File: src/rtl/apb_pkg.sv
// ---------------------------------------------------------------------------
// apb_pkg
// Shared definitions for the APB memory slave: transfer FSM state encoding
// and the width of the wait-state counter.
// ---------------------------------------------------------------------------
package apb_pkg;

    // Transfer FSM states. SETUP is the cycle in which the bus shows its
    // setup phase (psel=1, penable=0); WAIT holds off pready; ACCESS is the
    // single cycle that drives pready=1.
    typedef enum logic [1:0] {
        ST_IDLE   = 2'd0,
        ST_SETUP  = 2'd1,
        ST_WAIT   = 2'd2,
        ST_ACCESS = 2'd3
    } apb_state_e;

    // Wide enough for 0..15 wait states.
    localparam int WCNT_W = 4;

endpackage

File: src/rtl/apb_sp_ram.sv
// ---------------------------------------------------------------------------
// apb_sp_ram
// Single-port word-organised storage with per-byte write enables.
// Read is combinational from addr; write commits on the rising clk edge,
// touching only the byte lanes whose wstrb bit is set. Contents are never
// reset.
//
// Ports:
//   clk   - clock
//   we    - write enable for this cycle
//   addr  - word index (shared by read and write)
//   wdata - write data
//   wstrb - byte-lane write strobes
//   rdata - word currently addressed
// ---------------------------------------------------------------------------
module apb_sp_ram #(
    parameter  int DATA_W = 32,
    parameter  int DEPTH  = 32,
    localparam int STRB_W = DATA_W / 8,
    localparam int AW     = (DEPTH > 1) ? $clog2(DEPTH) : 1
) (
    input  logic              clk,
    input  logic              we,
    input  logic [AW-1:0]     addr,
    input  logic [DATA_W-1:0] wdata,
    input  logic [STRB_W-1:0] wstrb,
    output logic [DATA_W-1:0] rdata
);

    logic [DATA_W-1:0] mem_r [DEPTH];

    // Byte-lane masked write; storage deliberately has no reset.
    always_ff @(posedge clk) begin
        if (we) begin
            for (int i = 0; i < STRB_W; i++) begin
                if (wstrb[i]) begin
                    mem_r[addr][i*8 +: 8] <= wdata[i*8 +: 8];
                end
            end
        end
    end

    assign rdata = mem_r[addr];

endmodule

File: src/rtl/apb_mem_slave.sv
// ---------------------------------------------------------------------------
// apb_mem_slave
// APB slave in front of a DEPTH x DATA_W memory with byte strobes,
// WAIT_CYC programmable wait states and an error response for word indices
// beyond DEPTH. pready/pslverr/prdata are registered; with WAIT_CYC=0 the
// response appears in the first access-phase cycle.
//
// Ports:
//   pclk, prstn        - clock, asynchronous active-low reset
//   psel, penable      - APB select / access phase
//   pwrite             - 1 = write, 0 = read
//   paddr              - byte address (word index = upper bits)
//   pwdata, pstrb      - write data and byte-lane strobes
//   prdata             - read data, non-zero only in the read's pready cycle
//   pready, pslverr    - transfer complete / error (valid with pready)
// ---------------------------------------------------------------------------
module apb_mem_slave
    import apb_pkg::*;
#(
    parameter int DATA_W   = 32,
    parameter int ADDR_W   = 8,
    parameter int DEPTH    = 32,
    parameter int WAIT_CYC = 0
) (
    input  logic                pclk,
    input  logic                prstn,
    input  logic                psel,
    input  logic                penable,
    input  logic                pwrite,
    input  logic [ADDR_W-1:0]   paddr,
    input  logic [DATA_W-1:0]   pwdata,
    input  logic [DATA_W/8-1:0] pstrb,
    output logic [DATA_W-1:0]   prdata,
    output logic                pready,
    output logic                pslverr
);

    localparam int STRB_W = DATA_W / 8;
    localparam int LSB    = (STRB_W > 1) ? $clog2(STRB_W) : 0;
    localparam int IDX_W  = ADDR_W - LSB;
    localparam int RAM_AW = (DEPTH > 1) ? $clog2(DEPTH) : 1;

    localparam logic [WCNT_W-1:0] CNT_LOAD  = WCNT_W'(WAIT_CYC);
    localparam logic [WCNT_W-1:0] CNT_ONE   = WCNT_W'(32'd1);
    localparam logic [WCNT_W-1:0] CNT_ZERO  = {WCNT_W{1'b0}};
    localparam logic [DATA_W-1:0] DATA_ZERO = {DATA_W{1'b0}};
    localparam logic [IDX_W-1:0]  IDX_ZERO  = {IDX_W{1'b0}};
    localparam logic [STRB_W-1:0] STRB_ZERO = {STRB_W{1'b0}};

    apb_state_e        state_r;
    apb_state_e        cur_state_s;
    logic [WCNT_W-1:0] cnt_r;
    logic [IDX_W-1:0]  idx_r;
    logic              pwrite_r;
    logic [DATA_W-1:0] wdata_r;
    logic [STRB_W-1:0] strb_r;
    logic [DATA_W-1:0] prdata_r;
    logic              pready_r;
    logic              pslverr_r;

    logic [IDX_W-1:0]  live_idx_s;
    logic [IDX_W-1:0]  sel_idx_s;
    logic              sel_write_s;
    logic              oob_s;
    logic              ram_we_s;
    logic [DATA_W-1:0] ram_rdata_s;
    logic [DATA_W-1:0] acc_rdata_s;

    assign live_idx_s = paddr[ADDR_W-1:LSB];

    // Byte-offset bits select nothing inside a word.
    generate
        if (LSB > 0) begin : g_lsb_sink
            logic unused_lsb_s;
            assign unused_lsb_s = ^paddr[LSB-1:0];
        end
    endgenerate

    // Effective state of this cycle: an IDLE cycle carrying a setup phase is
    // the SETUP state, so the response can be registered in time for the
    // first access-phase cycle. psel=1 & penable=1 in IDLE stays IDLE.
    always_comb begin
        cur_state_s = state_r;
        if ((state_r == ST_IDLE) && psel && !penable) begin
            cur_state_s = ST_SETUP;
        end else begin
            cur_state_s = state_r;
        end
    end

    // Transfer being serviced: live bus fields during SETUP, captured copy after.
    always_comb begin
        sel_idx_s   = idx_r;
        sel_write_s = pwrite_r;
        if (cur_state_s == ST_SETUP) begin
            sel_idx_s   = live_idx_s;
            sel_write_s = pwrite;
        end else begin
            sel_idx_s   = idx_r;
            sel_write_s = pwrite_r;
        end
    end

    assign oob_s = (32'(sel_idx_s) >= 32'(DEPTH));

    // Commit only in the ACCESS cycle of an in-range write still selected.
    assign ram_we_s = (state_r == ST_ACCESS) && psel && pwrite_r && !oob_s;

    // Data to present in the ACCESS cycle: memory word for in-range reads only.
    always_comb begin
        acc_rdata_s = DATA_ZERO;
        if (!oob_s && !sel_write_s) begin
            acc_rdata_s = ram_rdata_s;
        end else begin
            acc_rdata_s = DATA_ZERO;
        end
    end

    // Transfer FSM with registered pready/pslverr/prdata.
    always_ff @(posedge pclk or negedge prstn) begin
        if (!prstn) begin
            state_r   <= ST_IDLE;
            cnt_r     <= CNT_ZERO;
            idx_r     <= IDX_ZERO;
            pwrite_r  <= 1'b0;
            wdata_r   <= DATA_ZERO;
            strb_r    <= STRB_ZERO;
            prdata_r  <= DATA_ZERO;
            pready_r  <= 1'b0;
            pslverr_r <= 1'b0;
        end else begin
            case (cur_state_s)
                ST_SETUP: begin
                    idx_r    <= live_idx_s;
                    pwrite_r <= pwrite;
                    wdata_r  <= pwdata;
                    strb_r   <= pstrb;
                    cnt_r    <= CNT_LOAD;
                    if (WAIT_CYC > 0) begin
                        state_r   <= ST_WAIT;
                        pready_r  <= 1'b0;
                        pslverr_r <= 1'b0;
                        prdata_r  <= DATA_ZERO;
                    end else begin
                        state_r   <= ST_ACCESS;
                        pready_r  <= 1'b1;
                        pslverr_r <= oob_s;
                        prdata_r  <= acc_rdata_s;
                    end
                end
                ST_WAIT: begin
                    if (!psel) begin
                        // Master abandoned the transfer: discard it.
                        state_r   <= ST_IDLE;
                        cnt_r     <= CNT_ZERO;
                        pready_r  <= 1'b0;
                        pslverr_r <= 1'b0;
                        prdata_r  <= DATA_ZERO;
                    end else if (penable && (cnt_r <= CNT_ONE)) begin
                        state_r   <= ST_ACCESS;
                        cnt_r     <= CNT_ZERO;
                        pready_r  <= 1'b1;
                        pslverr_r <= oob_s;
                        prdata_r  <= acc_rdata_s;
                    end else if (penable) begin
                        cnt_r <= cnt_r - CNT_ONE;
                    end else begin
                        cnt_r <= cnt_r;
                    end
                end
                ST_ACCESS: begin
                    state_r   <= ST_IDLE;
                    cnt_r     <= CNT_ZERO;
                    pready_r  <= 1'b0;
                    pslverr_r <= 1'b0;
                    prdata_r  <= DATA_ZERO;
                end
                default: begin
                    state_r   <= ST_IDLE;
                    cnt_r     <= CNT_ZERO;
                    pready_r  <= 1'b0;
                    pslverr_r <= 1'b0;
                    prdata_r  <= DATA_ZERO;
                end
            endcase
        end
    end

    apb_sp_ram #(
        .DATA_W (DATA_W),
        .DEPTH  (DEPTH)
    ) u_ram (
        .clk   (pclk),
        .we    (ram_we_s),
        .addr  (sel_idx_s[RAM_AW-1:0]),
        .wdata (wdata_r),
        .wstrb (strb_r),
        .rdata (ram_rdata_s)
    );

    assign prdata  = prdata_r;
    assign pready  = pready_r;
    assign pslverr = pslverr_r;

endmodule

File: config.mk
export PLATFORM = sky130hd
export DESIGN_NAME = apb_mem_slave
export DESIGN_NICKNAME = d
export VERILOG_FILES = /design/src/rtl/apb_pkg.sv /design/src/rtl/apb_sp_ram.sv /design/src/rtl/apb_mem_slave.sv
export SDC_FILE = /design/constraint.sdc
export NUM_CORES = 1
export LEC_CHECK = 0
export CAP_MARGIN = 5
export CORE_MARGIN = 3
export CORE_UTILIZATION = 42
export DETAILED_ROUTE_END_ITERATION = 8
export PLACE_DENSITY = 0.56
export SLEW_MARGIN = 15
export SYNTH_ARGS = -nofsm -noshare
export SYNTH_HDL_FRONTEND = slang
export SYNTH_SLANG_ARGS = --single-unit
File: constraint.sdc
create_clock -name pclk -period 3 [get_ports pclk]
set_input_delay 0.6 -clock pclk [delete_from_list [all_inputs] [get_ports pclk]]
set_output_delay 0.6 -clock pclk [all_outputs]
set_load 0.01 [all_outputs]
==> impl_metrics.ini, run 1 <==
[setup_path]
startpoint_type = flop
max_stage_delay_ps = 490
cp_data_required_time_ps = 3520
slowest_stage = or3b_4
worstPathMaxFanout = 28
worst-setup-path-type = flop to flop
crit_arrival_ps = 3480
crit_chain = or3b_4, a21oi_4, clkinv_8, buf_12, mux4_2, o21ai_0, a211o_1, nor4_4
cp-end-kind = flop

[timing]
setup_viol = 0
max_freq_mhz = 339
final.setup.worst_slack_ps = 49.4
finClkSkew_ps = 22.2
slew_headroom_pct = 22.5
slew_viol_final = 0
fin_crit_ps = 2950
fin_crit_sh_pct = 98.4
tightest_slew_ps = 1160
hold_viol = 0

[clocking]
root_buffer = clkbuf_16
clock_sinks = 1101
clk_pin_slew_ps = 60
clk_path_buf_depth = 3
worstSkewPairLatency_ps = 680
h-tree-depth = 3
cts_tree = built
post-cts-setup-buffers = 0
cts-buffers-inserted = 110

[layout]
area_growth_pct = 21.4
mostFrequentLayoutCell = edfxtp_1
layout-drive-gt1-share_pct = 22.7
antenna_cells = 0
nNetsFinal = 3298
layout.cells.non_filler = 4711
utilization_pct = 51.7
final_cell_mix = 1024 x edfxtp_1, 528 x nand2_1, 330 x a21oi_1

[detailed_routing]
vias = 26400
drc = 0
drt_wl_total_mm = 116
via_per_inst = 5.60
drt_pass1_iterations = 8
wl_per_cell_um = 24.7
final_antenna_net_count = 0
drtIter0Drc = 2347

[grt]
grt_max_degree = 130
grt_pass1_vias = 26800
antenna_found_initial = 0
overflow = 0
grt_pass1_wl_mm = 173
track_usage_pct = 21.5

[place]
place_ws_ps = -1010
hpwlAfterDp_mm = 74.2
place_congestion = 0.843
numPortBuffers = 80
place_inst = 4502

[floorplan]
ios = 83
die_w_um = 328
die_y_um = 328
start_util_pct = 42.6
dieArea_sq_mm = 0.108
fp.coreArea_sq_mm = 0.102
fp-row-count = 117

[synth]
ys_seq_area_share_pct = 74.8
netlist_area_sq_mm = 0.0437
ys_types = 37
synthFlopType = edfxtp_1
yosys_warnings = 0
syn_nets = 2901
synthCells = 2852
syn_area_per_cell_sq_um = 15.3
synth_edf_count = 1024
ys_ff_latch = 1101
synthArstFlopShare_pct = 6.99

[pwr]
p_per_area_mw_per_mm2 = 676
power_mw = 35.8
ir_drop_uv = 509
leakage_nw = 18.3

[run]
maxCapViolCount = 0

[min_path]
hold_class = input port to asynchronous set/reset pin

[outcome]
status = completed
[kinds of logic (layout without fill, tap and decap cells)]
| family | count (synthesis) | count (layout) | share of synthesized area, % |
|---|---|---|---|
| multiplexers | 205 | 205 | 7.95 |
| AND/OR/NAND/NOR | 759 | 759 | 7.16 |
| buffers and inverters | 201 | 692 | 2.05 |
| flip-flops | 1101 | 1101 | 74.8 |
| AO/OA/AOI/OAI | 586 | 586 | 8.01 |
[area by class of cell]
type / count / area (sq um)
Fill cell: 8469 / 49500
Sequential cell: 1101 / 32700
Multi-Input combinational cell: 1550 / 10300
Timing Repair Buffer: 480 / 4680
Clock buffer: 144 / 2970
Tap cell: 1368 / 1710
Clock inverter: 62 / 569
Inverter: 6 / 43.8
[routing by layer]
layer  up-vias  track usage (%)  share of wire [%]
met5         -                0                  0
met4         0             6.14                2.7
met3       176             3.42                6.5
met2       917             35.5                 49
met1     13500             29.6                 42
li1      11700                -                  -
[final timing paths]
kind	start	end	slack [ps]	cells after the start
setup / recovery	state_r[0]	prdata[0]	50	8
hold / removal	prstn	prdata[14]	380	2
setup reg to reg	state_r[0]	prdata[0]	50	8
hold reg to reg	idx_r[5]	idx_r[5]	470	1
max in group asynchronous	prstn	wdata_r[2]	1800	3
min in group pclk	pwdata[6]	wdata_r[6]	450	3
[report_power, final]
group	total, mW	switching (mW)	internal (mW)
sequential	17.8	0.409	17.4
combinational	4.55	2.76	1.79
clock	13.5	5.68	7.82
[synthesized netlist by cell type, types with 19 or more instances]
library cell,count,area share (%)
nand3_1,37,0.42
clkbuf_1,90,0.77
dfrtp_1,77,4.4
mux2i_1,90,2.1
buf_2,78,0.89
a22oi_1,123,2.1
a21oi_1,332,3.8
edfxtp_1,1024,70
buf_1,19,0.16
nor2_1,150,1.3
mux4_2,113,5.8
nand2_1,528,4.5
o22ai_1,64,0.92
[state kept, by name, summed over array words and instances, names as in the netlist]
register	count
u_ram.mem_r	1024
idx_r	6
strb_r	4
state_r	1
pwrite_r	1
prdata	32
wdata_r	32
pslverr	1
[critical path: cells and delay by family, from the launching register on]
family | cells | cell delay [ps]
muxes | 1 | 370
AOI/OAI and AO/OA | 3 | 750
DFF | 1 | 430
and+or+nand+nor | 2 | 790
buffers and inverters | 2 | 420
[timing repair]
action	4_1_cts	5_1_grt
hold buffers	1	0
pin swaps	0	1
endpoints found under the setup margin	17	138
resized for setup	11	28
hold endpoints to repair	13	0
[per-stage QoR]
step	TNS (ps)	area [sq um]	hold slack, ps
final	0	53000	378
after global placement	-356010	49200	456
after detailed placement	-399700	49200	460
after global routing	-12.6	53000	384
after floorplan	-26770	43700	304
after CTS	0	52900	359
Note: power is estimated with default switching activity, not from simulation.
==> inputs of run 2 (changes only) <==
--- a/config.mk
+++ b/config.mk
@@ -8,6 +8,7 @@
 export CAP_MARGIN = 5
 export CORE_MARGIN = 3
 export CORE_UTILIZATION = 42
+export CTS_BUF_LIST = sky130_fd_sc_hd__clkbuf_8 sky130_fd_sc_hd__clkbuf_16
 export DETAILED_ROUTE_END_ITERATION = 8
 export PLACE_DENSITY = 0.56
 export SLEW_MARGIN = 15
==> run 2 against run 1 <==
  * Wire length barely moved
  * Die area is the same
  * Clock-buffer cell count fell by 26
  * Non-clock buffer count did not move
  * Highest routed layer unchanged
==> impl_metrics.ini, run 2 (same netlist as run 1, synthesis figures left out) <==
[place]
numPortBuffers = 80
place_congestion = 0.843
place_ws_ps = -1010
hpwlAfterDp_mm = 74.2

[floorplan]
die_w_um = 328
fp-row-count = 117
fp.coreArea_sq_mm = 0.102
dieArea_sq_mm = 0.108
die_y_um = 328
ios = 83
start_util_pct = 42.6

[setup_path]
cp_data_required_time_ps = 3520
critPathBufInv = 2
r2r-start = state_r[0]
slowest_stage = or3b_4
worstPathMaxFanout = 28
max_stage_delay_ps = 490
worst-setup-path-type = flop to flop
startpoint_type = flop
crit_arrival_ps = 3500
crit_chain = or3b_4, a21oi_4, clkinv_8, buf_12, mux4_2, o21ai_0, a211o_1, nor4_4
crit_start = state_r[0]
cp-end-kind = flop
r2r_slack_ps = 20
crit_family = simple AND/OR/NAND/NOR gates

[detailed_routing]
wl_met1_mm = 49.0
drt_pass1_iterations = 8
dr_wl_met2_mm = 56.4
vias = 26300
final_antenna_net_count = 0
wl_per_cell_um = 24.6
wl_met3_mm = 7.43
drt_wl_total_mm = 116
drtIter0Drc = 2416
via_per_inst = 5.58
dr.max_layer_used = met4
drc = 0

[clocking]
cts_tree = built
clk_path_buf_depth = 3
clk_pin_slew_ps = 60
h-tree-depth = 3
root_buffer = clkbuf_16
clock_sinks = 1101
cts-buffers-inserted = 110
worstSkewPairLatency_ps = 680

[timing]
setup_viol = 0
slew_headroom_pct = 22.9
hold_viol = 0
max_freq_mhz = 336
final.setup.worst_slack_ps = 24.2
finClkSkew_ps = 22.3
fin_crit_sh_pct = 99.2
holdWs_ps = 375
slew_viol_final = 0
fin_crit_ps = 2980
tightest_slew_ps = 1160

[outcome]
status = completed

[layout]
layout-drive-gt1-share_pct = 22.7
fillers = 8468
largest_register_ff_count = 1024
final_cell_mix = 1024 x edfxtp_1, 528 x nand2_1, 330 x a21oi_1
mostFrequentLayoutCell = edfxtp_1
nNetsFinal = 3298
regMostFlops = u_ram.mem_r
area_growth_pct = 21.4

[pwr]
p_per_area_mw_per_mm2 = 674
leakage_nw = 18.4
ir_drop_uv = 510

[grt]
grt_pass1_wl_mm = 173
overflow = 0
track_usage_pct = 21.5
grt_pass1_vias = 26800
grt_max_degree = 130
antenna_found_initial = 0

[run]
maxCapViolCount = 0

[min_path]
hold_class = input port to asynchronous set/reset pin
## run 2: changes by cell type in the layout (fill, tap and decap cells not counted), sizes merged
cell    before  now
clkbuf     144  118
inv          9   35
diode        0    1
## run 2: final timing paths
| check | cells past startpoint | to |
|---|---|---|
| min in group pclk | 3 | wdata_r[6] |
| max in group asynchronous | 3 | wdata_r[2] |
| worst max register to register | 8 | prdata[0] |
| worst max-delay path | 8 | prdata[0] |
| worst min register to register | 1 | idx_r[5] |
| worst min-delay path | 2 | prdata[14] |
## run 2: layout make-up
type / count / area (sq um) / area share, %
flip-flops and latches: 1101 / 32700 / 61.7
clock inverters: 88 / 667 / 1.26
multi-input cells: 1550 / 10300 / 19.5
diodes: 1 / 2.50 / 0.00472
inverters: 6 / 43.8 / 0.0826
well taps: 1368 / 1710 / 3.23
clock buffers: 118 / 2870 / 5.42
repair buffers: 480 / 4680 / 8.84
## run 2: what timing repair did
| action | CTS | global route |
|---|---|---|
| setup endpoints to repair | 17 | 138 |
| setup buffers | 0 | 0 |
| hold buffers | 1 | 0 |
| gates resized for setup | 11 | 28 |
| pin swaps | 0 | 1 |
| endpoints found under the hold margin | 13 | 0 |
## run 2: through the flow
stage	cells	instance area, sq um	power, mW	util [%]	TNS, ps
global route	4711	53000	37.0	51.7	-12.6
floorplan	2852	43700	20.3	-	-26770
finish	4712	53000	35.7	51.7	0
CTS	4709	52900	36.0	51.6	0
global placement	4502	49200	22.5	48.0	-356010
detailed placement	4502	49200	22.6	48.0	-399700
## run 2: where the power goes
| part | internal (mW) | switching, mW | leakage, nW |
|---|---|---|---|
| clock | 7.73 | 5.68 | 1.86 |
| combinational | 1.79 | 2.76 | 6.24 |
| sequential | 17.4 | 0.410 | 10.3 |
## run 2: per-layer routing
metal	global-route usage, %	vias up
met2	35.5	888
met4	6.14	0
met1	29.6	13500
met5	0	-
li1	-	11700
met3	3.42	184
